<file path="config.mk">
export PLATFORM = sky130hd
export DESIGN_NAME = product_shift_reg
export DESIGN_NICKNAME = d
export VERILOG_FILES = /design/src/rtl/product_shift_reg.sv
export SDC_FILE = /design/constraint.sdc
export NUM_CORES = 1
export LEC_CHECK = 0
export BUFFER_PORTS_ARGS = -buffer_cell sky130_fd_sc_hd__buf_2
export CAP_MARGIN = 10
export CORE_MARGIN = 10
export CORE_UTILIZATION = 47
export CTS_CLUSTER_SIZE = 10
export DETAILED_ROUTE_END_ITERATION = 8
export PLACE_DENSITY = 0.78
export SKIP_CTS_REPAIR_TIMING = 1
export SLEW_MARGIN = 20
export SYNTH_ARGS = -nofsm -noshare
export SYNTH_HDL_FRONTEND = slang
export SYNTH_SLANG_ARGS = --single-unit
</file>
<file path="constraint.sdc">
create_clock -name clk -period 1.5 [get_ports clk]
set_input_delay 0.15 -clock clk [delete_from_list [all_inputs] [get_ports clk]]
set_output_delay 0.15 -clock clk [all_outputs]
set_load 0.005 [all_outputs]
</file>
<file path="src/rtl/product_shift_reg.sv">
// product_shift_reg
//   2W-bit product register for shift-and-add multipliers and similar
//   iterative datapaths. Either half can be loaded in parallel, and the whole
//   register can shift right by one. A load and a shift in the same cycle form
//   one add-then-shift step. An iteration counter counts shifts since the last
//   start. It saturates at W, and done is raised on the same edge that count
//   reaches W.
//
// Parameters
//   W       half width (register is 2W bits)
//   SIGNED  0: MSB filled from cin on shift; 1: sign bit replicated
//
// Ports
//   clk      rising-edge clock
//   clear_n  asynchronous active-low reset of out/count/done
//   sclr     synchronous clear (highest priority)
//   start    restart counter; loads still apply, shift ignored
//   loadh    load upper half from inh
//   loadl    load lower half from inl
//   inh/inl  half-width load data
//   shift    shift right by one (ignored once done)
//   cin      MSB fill bit when SIGNED=0
//   out      registered 2W-bit contents
//   count    registered shift count since start, 0..W
//   done     registered, high when count==W
module product_shift_reg #(
  parameter int W      = 8,
  parameter bit SIGNED = 1'b0
) (
  input  logic                   clk,
  input  logic                   clear_n,
  input  logic                   sclr,
  input  logic                   start,
  input  logic                   loadh,
  input  logic                   loadl,
  input  logic [W-1:0]           inh,
  input  logic [W-1:0]           inl,
  input  logic                   shift,
  input  logic                   cin,
  output logic [2*W-1:0]         out,
  output logic [$clog2(W+1)-1:0] count,
  output logic                   done
);

  localparam int             CW   = $clog2(W+1);
  localparam logic [CW-1:0]  CMAX = CW'(W);

  logic [2*W-1:0] out_q, out_d;
  logic [CW-1:0]  cnt_q, cnt_d;
  logic           done_q, done_d;

  logic [2*W-1:0] pre;     // value after any half loads, before shift
  logic           fill;    // bit entering the MSB on a shift
  logic           do_shift;
  logic [CW-1:0]  cnt_inc;

  // Pre-shift value: each half independently takes load data or holds.
  always_comb begin
    pre = out_q;
    if (loadh) pre[2*W-1:W] = inh;
    if (loadl) pre[W-1:0]   = inl;
  end

  // In signed mode the sign of the pre-shift value is replicated. A same-cycle
  // load of the upper half therefore supplies the sign.
  assign fill     = SIGNED ? pre[2*W-1] : cin;
  // A start cycle never shifts. A saturated counter freezes the data shift.
  assign do_shift = shift & ~start & ~done_q;
  assign cnt_inc  = cnt_q + 1'b1;

  always_comb begin
    out_d  = pre;
    cnt_d  = cnt_q;
    done_d = done_q;
    if (sclr) begin
      out_d  = '0;
      cnt_d  = '0;
      done_d = 1'b0;
    end else if (start) begin
      cnt_d  = '0;
      done_d = 1'b0;
    end else if (do_shift) begin
      out_d  = {fill, pre[2*W-1:1]};
      cnt_d  = cnt_inc;
      // done is decoded from the next count, so it rises with count at zero
      // added latency.
      done_d = (cnt_inc == CMAX);
    end
  end

  always_ff @(posedge clk or negedge clear_n) begin
    if (!clear_n) begin
      out_q  <= '0;
      cnt_q  <= '0;
      done_q <= 1'b0;
    end else begin
      out_q  <= out_d;
      cnt_q  <= cnt_d;
      done_q <= done_d;
    end
  end

  assign out   = out_q;
  assign count = cnt_q;
  assign done  = done_q;

endmodule

</file>
; Word level (Yosys, flattened, before mapping)
; Cells that the tools add are included.
[totals]
regBits = 21
in_bits = 24
output_inout_bits = 21
word_cells = 21
[classes]
add_sub_neg = 1
eq_ne = 1
muxes = 11
bitwise = 4
reduce_logical = 1
[op_table]
columns = op, count
row1 = $mux 16, 3
row2 = $mux 8, 2
row3 = $mux 4, 3
row4 = $add 4x1->4 const B, 1
row5 = $eq 4x4->1 const B, 1
row6 = $mux 1, 3
row7 = $reduce_bool 3->1, 1
row8 = $and 1x1->1, 2
row9 = $not 1->1, 2

; Depth between registers and ports, before layout
[logic_depth]
depth_word = 6
mapped_depth = 5
depth_no_buf = 4

; Worst setup path before layout
; No wires, ideal clock.
[synth_timing]
kind = register to register
from = register done_q, in the netlist done
to = register out_q[12], in the netlist out[12]
setup_ns = 0.087
arrival_time_ns = 1.269
required_time_ns = 1.413
path_slack_ns = 0.144
stages_incl_launch_ff = 5
n_path_buf = 2
period_less_slack_ns = 1.356
path_cell_list = dfrtp_1 -> or3b_1 -> buf_2 -> buf_2 -> a211oi_2
[synth_between]
elab_chain_cells = 5
[synth_lines]
columns = item, line_no
row1 = start: declaration, 50  ; logic done_q, done_d;
row2 = start signal: assignment, 99  ; done_q <= done_d;
row3 = $not 1->1, 68  ; assign do_shift = shift & ~start & ~done_q;
row4 = $and 1x1->1, 68
row5 = $mux 16, 82  ; end else if (do_shift) begin
row6 = $mux 16, 79  ; end else if (start) begin
row7 = $mux 16, 75  ; if (sclr) begin
row8 = named net out_d[12], 48  ; logic [2*W-1:0] out_q, out_d;
row9 = end signal: assignment, 97  ; out_q <= out_d;
row10 = end: declaration, 48
; The timed path passes the listed nets, and every way through them passes these cells.
; A chain may end at the register's enable or synchronous reset.

; Worst setup path in the final report
[layout_timing]
from = register done_q, in the netlist done
to = register out_q[10], in the netlist out[10]
; Same word-level chain as after synthesis.

==> metrics.txt <==
Fin Hold WS=0.136 ns; DR vias=939; Inserted Diodes=0; Cells after Synth=99; GRT overflow=0; met3 usage=4.40%; cts bufs inserted=3; CTS Sinks=21; Layout fillers=roughly 190; synth top area cells=dfrtp_1 (48%), a211oi_1 (19%), mux2i_1 (9.2%); critical path class=reg -> reg; Tightest Pin Transition=between 0.4 and 0.5 ns; Netlist cell types=24; fmax=714 MHz; clock skew=0.00165 ns; Max IR drop VDD=between 600 and 700 uV; syn nets=about 130; Final Hold Vio Count=0; H-tree Lvls=1; NumNets Final=172; DRC=0; CP arrival=1.57 ns; r2r worst-path depth=4; Global Route met2 Usage=approximately 22%; crit path cell chain=or3b_1 > buf_4 > a211oi_1 > a211oi_1; met1 track demand over resource=13.8%; most frequent cell after synthesis=a211oi_1; setup violators final=0; Slew headroom=68.3%; clk root buf=clkbuf_4; reg-to-reg endpoint=out[10]; end point of the critical path=out[10]; Synth top area share=48.1%; initial core utilization=49.4%; drt first pass iters=4; sequential cell area=526 um2; post-detailed-route count of antenna-violating nets=0; IO Port Bufs=44; PD cells=about 800 nW/um2; Pleak=0.000687 uW; largest net degree at the start of global routing=22; worst path buffer plus inverter count=1; Syn-to-layout area delta=26.5%; crit-path max cell delay=0.39 ns; Critical Path Source=done; number of synthesized flops with an enable pin=0; CP Capture Type=flip-flop; I/O pins=45; final worst path period need=1.40 ns; antenna violations before repair=0; Req. time, crit path=1.67 ns; Stages on worst setup path=4; largest area contributor in the netlist=dfrtp_1; drt total wl=2.73 mm; Seq/Total Area, Yosys=48.1%; core box area=2210 um2; Avg Cell Area, Syn=11.0 um2; slowest CP cell=dfrtp_1; Main synth FF type=dfrtp_1; layout cells sized above 1=37.9%; fin crit share=93.4%; Horiz. Die Dim=68.2 um; unrepaired setup endpoints after global routing=no; most frequent cells after synthesis=a211oi_1 (27), dfrtp_1 (21), mux2i_1 (10), nor2_1 (7), nor2b_1 (6); r2r setup slk=roughly 0.099 ns; mapped cell area=1090 um2; Synth async-reset ratio=100%; worst reg2reg startpoint=done; #FFs+latches synth=21; RePlAce Congestion=0.776; final slew viol count=0; Max Root-Sink Buffers=2; Crit path top cell by count=a211oi_1; die height=68.2 um; delay-heaviest family, CP=flip-flops; worst hold path type=in -> reg; status=finished clean; DP HPWL=2.09 mm; Clock transition at path regs=0.11 ns; per-cell routed wire length=15.8 um; Ys Warns=0; DR vias/cell=around 5.4; startpoint types=flip-flop; Max Cap Violations=0; CTS tree=yes; dpl cells=168; first-pass GRT wire length=4.53 mm; All-Layer GR Usage=12.4%; footprint of the multi-input gates=534 um2; vias in the first global route=990; row cnt=17; fin cells=173; total negative slack=0 ns; Iteration-0 DRC Markers=40; CP Max Fanout=17; die area=between 4000 and 5000 um2; busiest grt layer=met2; worst-skew pair later-pin latency=slightly below 0.3 ns
==> where the power goes <==
| group | switching [uW] | total, uW | internal, uW |
|---|---|---|---|
| logic | 116 | 219 | 103 |
| clock network | 163 | 266 | 103 |
| registers | 16.7 | 617 | 600 |
| total | 296 | 1100 | 806 |
==> flip-flops by register name, indices dropped and copies added, names as in the netlist <==
name   flops
count      4
done       1
out       16
==> routing by layer <==
layer | vias up | part of all wire, % | wire length [um]
met4 | 0 | 0.44 | 12
met1 | 443 | 40 | 1080
li1 | 463 | - | -
met2 | 31 | 48 | 1310
met3 | 2 | 12 | 328
met5 | - | 0 | 0
==> cell type report <==
cell class | instances | area share [%]
Multi-Input combinational cell | 71 | 38.7
Sequential cell | 21 | 38.0
Timing Repair Buffer | 49 | 18.8
Tap cell | 28 | 2.54
Clock buffer | 4 | 1.90
==> worst min-delay path: stages <==
cell and delay (ns):
buf_2 0.10, nor2_1 0.09, a211oi_1 0.06
==> cells in the final DEF (no fill, tap or decap), types with 2 or more instances in the layout <==
master	n
buf_2	44
xor2_1	3
buf_4	4
nor2b_1	6
a211oi_1	27
nor2_1	7
ha_1	2
dfrtp_1	21
o21ai_0	2
mux2i_1	10
clkbuf_4	3
==> kinds of logic (layout without fill, tap and decap cells) <==
logic type               Yosys count  after routing  synth area share (%)
AO/OA/AOI/OAI                     31             31                  21.1
AND/OR/NAND/NOR                   23             23                  12.1
flip-flops                        21             21                  48.1
multiplexers                      11             11                  10.2
buffers and inverters              7             53                  2.98
XOR/XNOR                           4              4                  3.21
adder cells (fa/ha/maj)            2              2                  2.29
==> stage by stage <==
| step | util (%) | worst slack (ns) | cell area [um2] | total power (uW) |
|---|---|---|---|---|
| after CTS | 62.0 | 0.101 | 1370 | 1120 |
| after detailed placement | 60.8 | 0.125 | 1350 | 847 |
| final | 62.4 | 0.0993 | 1380 | 1100 |
| after global placement | 60.8 | 0.156 | 1350 | 842 |
| after floorplan | - | 0.144 | 1090 | 741 |
| after global routing | 62.4 | 0.00986 | 1380 | 1170 |
==> worst min path at each step <==
stage	slack, ns	cells after the start	startpoint	to
2_1_floorplan	-0.15	0	clear_n	count[0]
3_3_place_gp	0.13	1	clear_n	out[7]
3_5_place_dp	0.14	1	clear_n	out[7]
4_1_cts	-0.20	1	clear_n	out[5]
5_1_grt	0.18	3	cin	out[15]
6_report	0.14	3	cin	out[15]
No activity file was read; power rests on OpenSTA's default activity.
